==> config.mk <==
export PLATFORM = sky130hd
export DESIGN_NAME = ps2_scancode_decoder
export DESIGN_NICKNAME = d
export VERILOG_FILES = /design/src/rtl/ps2_pkg.sv /design/src/rtl/ps2_rx_frame.sv /design/src/rtl/ps2_scancode_decoder.sv
export SDC_FILE = /design/constraint.sdc
export NUM_CORES = 1
export LEC_CHECK = 0
export CAP_MARGIN = 20
export CORE_MARGIN = 8
export CORE_UTILIZATION = 39
export DETAILED_ROUTE_END_ITERATION = 16
export DONT_BUFFER_PORTS = 1
export MAX_ROUTING_LAYER = met4
export PLACE_DENSITY = 0.6
export SETUP_SLACK_MARGIN = 0.02
export SYNTH_ARGS = -nofsm -noshare
export SYNTH_HDL_FRONTEND = slang
export SYNTH_SLANG_ARGS = --single-unit
==> constraint.sdc <==
create_clock -name clk -period 2.66 [get_ports clk]
set_input_delay 0.532 -clock clk [delete_from_list [all_inputs] [get_ports clk]]
set_output_delay 0.532 -clock clk [all_outputs]
set_load 0.01 [all_outputs]
==> src/rtl/ps2_pkg.sv <==
// ps2_pkg
// Shared constants, types and byte-classification helpers for the PS/2
// scancode decoder. Imported by ps2_rx_frame and ps2_scancode_decoder.
// No ports (package).
package ps2_pkg;

    // Prefix bytes that modify or suppress the following code byte
    localparam logic [7:0] PS2_EXT   = 8'hE0;
    localparam logic [7:0] PS2_REL   = 8'hF0;
    localparam logic [7:0] PS2_PAUSE = 8'hE1;

    // Keyboard responses and BAT results; never reported as key events
    // unless a prefix is pending
    localparam int         PS2_NUM_RESPONSES = 7;
    localparam logic [7:0] PS2_RESPONSE_CODES [PS2_NUM_RESPONSES] =
        '{8'h00, 8'hAA, 8'hEE, 8'hFA, 8'hFC, 8'hFE, 8'hFF};

    // Fake shifts the keyboard wraps around extended keys
    localparam logic [7:0] PS2_FAKE_SHIFT_L = 8'h12;
    localparam logic [7:0] PS2_FAKE_SHIFT_R = 8'h59;

    // start + 8 data + parity + stop
    localparam int         PS2_FRAME_BITS = 11;

    // Bytes left in the 8-byte Pause sequence after its leading E1
    localparam logic [2:0] PS2_PAUSE_SKIP = 3'd7;

    // Frame receiver state
    typedef enum logic {
        RX_IDLE,
        RX_RECEIVE
    } rx_state_e;

    // What a received byte means to the prefix tracker
    typedef enum logic [2:0] {
        BYTE_SKIP,
        BYTE_PAUSE,
        BYTE_EXT,
        BYTE_REL,
        BYTE_RESPONSE,
        BYTE_FAKE_SHIFT,
        BYTE_KEY
    } byte_class_e;

    function automatic logic is_response(input logic [7:0] b);
        logic hit;
        hit = 1'b0;
        for (int i = 0; i < PS2_NUM_RESPONSES; i++) begin
            if (b == PS2_RESPONSE_CODES[i]) begin
                hit = 1'b1;
            end
        end
        return hit;
    endfunction

    function automatic logic is_fake_shift(input logic [7:0] b);
        return (b == PS2_FAKE_SHIFT_L) || (b == PS2_FAKE_SHIFT_R);
    endfunction

    // Priority order matters: an active Pause skip swallows everything,
    // and prefixes are recognised before the response/fake-shift filters.
    function automatic byte_class_e classify_byte(
        input logic [7:0] b,
        input logic       ext_flag,
        input logic       rel_flag,
        input logic       skipping
    );
        byte_class_e cls;
        if (skipping) begin
            cls = BYTE_SKIP;
        end else if (b == PS2_PAUSE) begin
            cls = BYTE_PAUSE;
        end else if (b == PS2_EXT) begin
            cls = BYTE_EXT;
        end else if (b == PS2_REL) begin
            cls = BYTE_REL;
        end else if (!ext_flag && !rel_flag && is_response(b)) begin
            cls = BYTE_RESPONSE;
        end else if (ext_flag && is_fake_shift(b)) begin
            cls = BYTE_FAKE_SHIFT;
        end else begin
            cls = BYTE_KEY;
        end
        return cls;
    endfunction

endpackage

==> src/rtl/ps2_rx_frame.sv <==
// ps2_rx_frame
// Synchronises and filters the raw PS/2 lines, deserialises 11-bit frames,
// checks odd parity and the stop bit, and aborts stalled frames.
// Ports:
//   clk, rst        system clock, synchronous active-high reset
//   ps2_clk         raw PS/2 clock (asynchronous)
//   ps2_data        raw PS/2 data (asynchronous)
//   rx_byte[7:0]    last deserialised byte (valid when byte_valid pulses)
//   byte_valid      1-cycle strobe, one cycle after the stop-bit edge
//   frame_error     1-cycle strobe on parity, stop-bit or timeout failure
//   timeout         1-cycle strobe when the watchdog aborts a frame
//   rx_busy         high while a frame is in progress
module ps2_rx_frame
    import ps2_pkg::*;
#(
    parameter int FILTER_LEN     = 8,
    parameter int TIMEOUT_CYCLES = 56000
) (
    input  logic       clk,
    input  logic       rst,
    input  logic       ps2_clk,
    input  logic       ps2_data,
    output logic [7:0] rx_byte,
    output logic       byte_valid,
    output logic       frame_error,
    output logic       timeout,
    output logic       rx_busy
);

    localparam int FILT_W = (FILTER_LEN > 1) ? $clog2(FILTER_LEN) : 1;
    localparam int WD_W   = (TIMEOUT_CYCLES > 1) ? $clog2(TIMEOUT_CYCLES) : 1;

    logic              ps2_clk_meta_q, ps2_clk_sync_q;
    logic              ps2_data_meta_q, ps2_data_sync_q;
    logic [FILT_W-1:0] filt_cnt_q, filt_cnt_d;
    logic              filt_clk_q, filt_clk_d;
    logic              filt_clk_dly_q;
    logic              fall_edge;

    rx_state_e         state_q, state_d;
    logic [3:0]        bit_cnt_q, bit_cnt_d;
    logic [7:0]        shift_q, shift_d;
    logic              parity_q, parity_d;
    logic [WD_W-1:0]   wd_cnt_q, wd_cnt_d;
    logic              byte_valid_q, byte_valid_d;
    logic              frame_error_q, frame_error_d;
    logic              timeout_q, timeout_d;

    logic              last_bit;
    logic              wd_expired;

    // Idle PS/2 lines sit high, so the synchroniser and filter reset high
    // to avoid a spurious falling edge straight out of reset.
    always_ff @(posedge clk) begin
        if (rst) begin
            ps2_clk_meta_q  <= 1'b1;
            ps2_clk_sync_q  <= 1'b1;
            ps2_data_meta_q <= 1'b1;
            ps2_data_sync_q <= 1'b1;
            filt_cnt_q      <= '0;
            filt_clk_q      <= 1'b1;
            filt_clk_dly_q  <= 1'b1;
        end else begin
            ps2_clk_meta_q  <= ps2_clk;
            ps2_clk_sync_q  <= ps2_clk_meta_q;
            ps2_data_meta_q <= ps2_data;
            ps2_data_sync_q <= ps2_data_meta_q;
            filt_cnt_q      <= filt_cnt_d;
            filt_clk_q      <= filt_clk_d;
            filt_clk_dly_q  <= filt_clk_q;
        end
    end

    // Any sample matching the current filtered level restarts the count,
    // so only FILTER_LEN consecutive differing samples flip the level.
    always_comb begin
        filt_clk_d = filt_clk_q;
        filt_cnt_d = '0;
        if (ps2_clk_sync_q != filt_clk_q) begin
            if (filt_cnt_q == FILT_W'(FILTER_LEN - 1)) begin
                filt_clk_d = ps2_clk_sync_q;
            end else begin
                filt_cnt_d = filt_cnt_q + FILT_W'(1);
            end
        end
    end

    assign fall_edge  = filt_clk_dly_q & ~filt_clk_q;
    assign last_bit   = (bit_cnt_q == 4'(PS2_FRAME_BITS - 1));
    assign wd_expired = (wd_cnt_q == WD_W'(TIMEOUT_CYCLES - 1));

    // State and datapath registers
    always_ff @(posedge clk) begin
        if (rst) begin
            state_q       <= RX_IDLE;
            bit_cnt_q     <= '0;
            shift_q       <= '0;
            parity_q      <= 1'b0;
            wd_cnt_q      <= '0;
            byte_valid_q  <= 1'b0;
            frame_error_q <= 1'b0;
            timeout_q     <= 1'b0;
        end else begin
            state_q       <= state_d;
            bit_cnt_q     <= bit_cnt_d;
            shift_q       <= shift_d;
            parity_q      <= parity_d;
            wd_cnt_q      <= wd_cnt_d;
            byte_valid_q  <= byte_valid_d;
            frame_error_q <= frame_error_d;
            timeout_q     <= timeout_d;
        end
    end

    // Next state: a falling edge with data low is a start bit; a frame
    // ends at the stop-bit edge or when the watchdog expires.
    always_comb begin
        state_d = state_q;
        case (state_q)
            RX_IDLE: begin
                if (fall_edge && !ps2_data_sync_q) begin
                    state_d = RX_RECEIVE;
                end
            end
            RX_RECEIVE: begin
                if (fall_edge) begin
                    if (last_bit) begin
                        state_d = RX_IDLE;
                    end
                end else if (wd_expired) begin
                    state_d = RX_IDLE;
                end
            end
            default: state_d = RX_IDLE;
        endcase
    end

    // Datapath: bit_cnt 1..8 shift data in LSB first, 9 is parity, 10 is
    // stop. Result strobes are registered, giving one cycle of latency.
    always_comb begin
        bit_cnt_d     = bit_cnt_q;
        shift_d       = shift_q;
        parity_d      = parity_q;
        wd_cnt_d      = wd_cnt_q;
        byte_valid_d  = 1'b0;
        frame_error_d = 1'b0;
        timeout_d     = 1'b0;
        case (state_q)
            RX_IDLE: begin
                wd_cnt_d  = '0;
                bit_cnt_d = '0;
                if (fall_edge && !ps2_data_sync_q) begin
                    bit_cnt_d = 4'd1;
                end
            end
            RX_RECEIVE: begin
                if (fall_edge) begin
                    wd_cnt_d  = '0;
                    bit_cnt_d = bit_cnt_q + 4'd1;
                    if (bit_cnt_q <= 4'd8) begin
                        shift_d = {ps2_data_sync_q, shift_q[7:1]};
                    end else if (bit_cnt_q == 4'd9) begin
                        parity_d = ps2_data_sync_q;
                    end else begin
                        bit_cnt_d = '0;
                        // Odd parity: data ones plus parity bit must be odd
                        if (ps2_data_sync_q && (^shift_q ^ parity_q)) begin
                            byte_valid_d = 1'b1;
                        end else begin
                            frame_error_d = 1'b1;
                        end
                    end
                end else if (wd_expired) begin
                    wd_cnt_d      = '0;
                    bit_cnt_d     = '0;
                    frame_error_d = 1'b1;
                    timeout_d     = 1'b1;
                end else begin
                    wd_cnt_d = wd_cnt_q + WD_W'(1);
                end
            end
            default: begin
                bit_cnt_d = '0;
                wd_cnt_d  = '0;
            end
        endcase
    end

    assign rx_byte     = shift_q;
    assign byte_valid  = byte_valid_q;
    assign frame_error = frame_error_q;
    assign timeout     = timeout_q;
    assign rx_busy     = (state_q == RX_RECEIVE);

endmodule

==> src/rtl/ps2_scancode_decoder.sv <==
// ps2_scancode_decoder
// Turns the raw PS/2 keyboard line into key events: an 8-bit scancode with
// extended (E0) and released (F0) flags. Strips prefixes, the Pause
// sequence, fake shifts and keyboard response bytes.
// Ports:
//   clk, rst        system clock, synchronous active-high reset
//   ps2_clk         raw PS/2 clock (asynchronous)
//   ps2_data        raw PS/2 data (asynchronous)
//   scan_received   1-cycle strobe: new event valid
//   scancode[7:0]   event code byte, held until the next event
//   extended        event had an E0 prefix, held
//   released        event had an F0 prefix, held
//   frame_error     1-cycle strobe on parity, stop-bit or timeout failure
//   rx_busy         high while a frame is in progress
module ps2_scancode_decoder
    import ps2_pkg::*;
#(
    parameter int FILTER_LEN     = 8,
    parameter int TIMEOUT_CYCLES = 56000
) (
    input  logic       clk,
    input  logic       rst,
    input  logic       ps2_clk,
    input  logic       ps2_data,
    output logic       scan_received,
    output logic [7:0] scancode,
    output logic       extended,
    output logic       released,
    output logic       frame_error,
    output logic       rx_busy
);

    logic [7:0]  rx_byte;
    logic        byte_valid;
    logic        rx_frame_error;
    logic        rx_timeout;

    logic        ext_q, ext_d;
    logic        rel_q, rel_d;
    logic [2:0]  skip_q, skip_d;
    logic        scan_received_q, scan_received_d;
    logic [7:0]  scancode_q, scancode_d;
    logic        extended_q, extended_d;
    logic        released_q, released_d;

    byte_class_e byte_class;

    ps2_rx_frame #(
        .FILTER_LEN     (FILTER_LEN),
        .TIMEOUT_CYCLES (TIMEOUT_CYCLES)
    ) u_rx (
        .clk         (clk),
        .rst         (rst),
        .ps2_clk     (ps2_clk),
        .ps2_data    (ps2_data),
        .rx_byte     (rx_byte),
        .byte_valid  (byte_valid),
        .frame_error (rx_frame_error),
        .timeout     (rx_timeout),
        .rx_busy     (rx_busy)
    );

    assign byte_class = classify_byte(rx_byte, ext_q, rel_q, skip_q != 3'd0);

    // Prefix state and output registers
    always_ff @(posedge clk) begin
        if (rst) begin
            ext_q           <= 1'b0;
            rel_q           <= 1'b0;
            skip_q          <= '0;
            scan_received_q <= 1'b0;
            scancode_q      <= '0;
            extended_q      <= 1'b0;
            released_q      <= 1'b0;
        end else begin
            ext_q           <= ext_d;
            rel_q           <= rel_d;
            skip_q          <= skip_d;
            scan_received_q <= scan_received_d;
            scancode_q      <= scancode_d;
            extended_q      <= extended_d;
            released_q      <= released_d;
        end
    end

    // Prefix tracking. A timed-out frame may have been the code a prefix
    // was waiting for, so the prefixes are dropped with it; a parity or
    // stop-bit error leaves them alone.
    always_comb begin
        ext_d  = ext_q;
        rel_d  = rel_q;
        skip_d = skip_q;
        if (rx_timeout) begin
            ext_d  = 1'b0;
            rel_d  = 1'b0;
            skip_d = '0;
        end else if (byte_valid) begin
            case (byte_class)
                BYTE_SKIP:  skip_d = skip_q - 3'd1;
                BYTE_PAUSE: skip_d = PS2_PAUSE_SKIP;
                BYTE_EXT:   ext_d  = 1'b1;
                BYTE_REL:   rel_d  = 1'b1;
                BYTE_FAKE_SHIFT, BYTE_KEY: begin
                    ext_d = 1'b0;
                    rel_d = 1'b0;
                end
                default: ;
            endcase
        end
    end

    // Event outputs only move when a real key code completes
    always_comb begin
        scan_received_d = byte_valid && !rx_timeout && (byte_class == BYTE_KEY);
        scancode_d      = scancode_q;
        extended_d      = extended_q;
        released_d      = released_q;
        if (scan_received_d) begin
            scancode_d = rx_byte;
            extended_d = ext_q;
            released_d = rel_q;
        end
    end

    assign scan_received = scan_received_q;
    assign scancode      = scancode_q;
    assign extended      = extended_q;
    assign released      = released_q;
    assign frame_error   = rx_frame_error;

endmodule

==> flow_summary.ini, run 1 <==
[status]
status = finished clean

[routing]
routedWlPerCell_um = 12.9
drc = 0
drt_iter0_drc = 58
dr_total_vias = 2037
drt_first_pass_iters = 4
ant_nets = 0
via_per_inst = 4.92
finalWirelength_um = 5360

[clock_tree]
ctsResizeCount = 0
cts_tree = done
htreeDepth = 3
clk_path_buf_depth = 2
post_cts_buffers = 0
clock_latency_ns = 0.34
postCtsHoldBufs = 0
numClockSinks = 58
cts-root-buf = clkbuf_8
cts-buffers-inserted = 9
clk_pin_slew_ns = 0.07

[setup_path]
critPathMaxFanout = 10
slowest_stage = a2111oi_4
startpoint_type = flip-flop
crit_arrival_ns = 2.54
rr_worst_depth = 6
crit_start = u_rx.rx_byte[0]
crit_required_ns = 2.91
criticalPathCategory = reg -> reg
slowest_delay_ns = 0.63
cp-end-kind = flip-flop
timing.rr.start = u_rx.rx_byte[0]
path_cells = inv_1 > ha_1 > or3_4 > a2111oi_4 > nand2_4 > o31ai_1

[yosys]
synth-main-ff-cell = dfxtp_1
ys_async_sr_fraction_pct = 0
synth.yosys.seq_area_share_pct = 41.0
syn-cell-area_um2 = 2830
synth_nets = 334
ys_types = 45
ys_ff_latch = 58
avgSynthCellArea_um2 = 9.24
postSynthCellCount = 306
ys_warn_count = 0
synth_edf_count = 0

[pwr]
p_leak_uw = 0.00108
ir_worst_vdd_mv = 0.292
seqPwrFrac_pct = 56.7
p_sw_uw = 334
pwr_density_cell_nw_per_um2 = 499
comb_power_share_pct = 0.5
internal_power_uw = 1210
swShare_pct = 21.7
p_clk_share_pct = 42.8

[global_route]
grt_max_degree = 46
antenna_found_initial = 0
overflow = 0
grt_pass1_wl_um = 9310
grt_pass1_vias = 2013
grt.total_usage_pct = 11.9

[timing]
tightest_slew_ns = 0.671
finalClockSkew_ns = 0.00711
rsz0062_at_grt = false
fin_crit_sh_pct = 85.7
fin_crit_ns = 2.28
final_max_slew_viol_count = 0
report.final.hold_viol_count = 0
maxSlewHeadroom_pct = 55.2
tns_ns = 0
setup_viol = 0
hold_ws_ns = 0.268
fmax_mhz = 438

[floorplan]
dieArea_um2 = 10200
io_pins = 17
rows = 31
initial_core_util_pct = 39.6
core_um2 = 7140
die_h_um = 101
die_x_um = 101

[finish]
fin_nets = 339
utilization_pct = 43.3
num_antenna_cells = 0
area.growth.synth_to_final_pct = 9.16
drive_gt1_share_pct = 11.4

[place]
gp_congestion = 0.859
dpl.hpwl_um = 3880
portBuffers = 0

[worst_hold_path]
hold-path-cell-count = 1
hold_path_class = in -> reg
worstHoldStart = rst

[flow_run]
maxCapViolations = 0
final timing paths:
path	endpoint	slack, ns
hold / removal	u_rx.rx_byte[7]	0.27
hold reg to reg	u_rx.ps2_data_sync_q	0.41
setup reg to reg	scancode[0]	0.38
setup / recovery	scancode[0]	0.38
worst max-delay path: cells and delay by family, from the launching register on:
kind	cells	cell delay [ns]
and+or+nand+nor	2	0.60
adders and majority gates	1	0.24
buffers and inverters	1	0.09
AOI/OAI and AO/OA	2	0.88
DFF	1	0.38
per-layer routing:
metal  vias up  global-route usage [%]  part of all wire (%)
met3         8                    3.71                   5.1
met4         0                    6.53                   1.6
met1       935                    13.5                    48
li1       1063                       -                     -
met5         -                       -                     0
met2        31                    18.3                    45
synth_stat cells, drive strengths merged (2+ instances only):
| library cell | instances | area share [%] |
|---|---|---|
| dfxtp | 58 | 41 |
| nor2 | 37 | 5.0 |
| ha | 24 | 11 |
| inv | 24 | 3.2 |
| nand2 | 17 | 2.5 |
| a21oi | 12 | 2.1 |
| mux2i | 11 | 3.9 |
| nand3 | 11 | 1.9 |
| xor2 | 11 | 3.4 |
| a211o | 9 | 3.1 |
| nand2b | 9 | 2.0 |
| o31ai | 8 | 2.1 |
| or2 | 8 | 1.8 |
| xnor2 | 8 | 2.5 |
| clkbuf | 6 | 0.80 |
| nand4 | 5 | 1.1 |
| o21ai | 5 | 0.88 |
| and3 | 4 | 0.88 |
| nor3 | 4 | 0.71 |
| a31oi | 3 | 0.66 |
| and2 | 3 | 0.66 |
| nor4 | 3 | 0.66 |
| a2111oi | 2 | 1.5 |
| and4 | 2 | 0.62 |
| buf | 2 | 0.35 |
| nand3b | 2 | 0.53 |
| nor2b | 2 | 0.44 |
| nor4b | 2 | 0.62 |
| o221a | 2 | 0.80 |
metrics by stage:
step	setup WS, ns	power, uW	instance area (um2)	cells
3_5_place_dp	0.400	900	2940	399
2_1_floorplan	0.666	907	2830	306
4_1_cts	0.380	1570	3090	414
3_3_place_gp	0.447	900	2940	399
5_1_grt	0.146	1610	3090	414
6_report	0.379	1540	3090	414
registers in the layout (all words and copies together), names as in the netlist, 3 cells and up:
signal	cells
u_rx.rx_byte	8
scancode	8
skip_q	3
u_rx.bit_cnt_q	4
u_rx.wd_cnt_q	16
u_rx.filt_cnt_q	3
cell type report:
| cell class | count | area [um2] |
|---|---|---|
| clock inverters | 3 | 17.5 |
| well taps | 99 | 124 |
| fillers | 737 | 4050 |
| clock buffers | 12 | 135 |
| flip-flops and latches | 58 | 1160 |
| repair buffers | 2 | 15.0 |
| multi-input cells | 216 | 1550 |
| inverters | 24 | 90.1 |
power by group through the flow:
stage / clock [uW] / combinational (uW) / sequential, uW
after global placement: 0 / 7.39 / 893
after global routing: 726 / 8.57 / 873
after CTS: 689 / 7.53 / 873
after floorplan: 0 / 14.7 / 892
final: 660 / 7.33 / 874
after detailed placement: 0 / 7.45 / 893
logic make-up (layout without fill, tap and decap cells):
group                    after synthesis  count (layout)  share of synthesized area (%)
AND/OR/NAND/NOR                      115             115                           21.4
flip-flops                            58              58                           41.0
AO/OA/AOI/OAI                         47              47                           12.9
buffers and inverters                 32              41                           4.33
adder cells (fa/ha/maj)               24              24                           10.6
XOR/XNOR                              19              19                           5.88
multiplexers                          11              11                           3.89
layout by cell type, fill, tap and decap left out, types with 3 or more instances in the layout:
master and instances:
or2_2 8, mux2i_1 11, nand3_1 11, nor4_1 3
and3_1 4, a21oi_1 12, a31oi_1 3, xnor2_1 8
o21ai_0 5, inv_1 24, clkbuf_1 3, and2_1 3
nand2b_1 9, o31ai_1 8, ha_1 24, nand2_1 16
clkbuf_8 9, nor2_1 36, dfxtp_1 58, xor2_1 11
nand4_1 5, nor3_1 4, a211o_2 7
No activity file was read; power rests on OpenSTA's default activity.
==> run 2: changes to the inputs <==
Settings changed: ABC_CLOCK_PERIOD_IN_PS set to 2660, SKIP_CTS_REPAIR_TIMING set to 1.
==> results of run 2 <==
Final layout, timing and power as in run 1 (identical DEF).
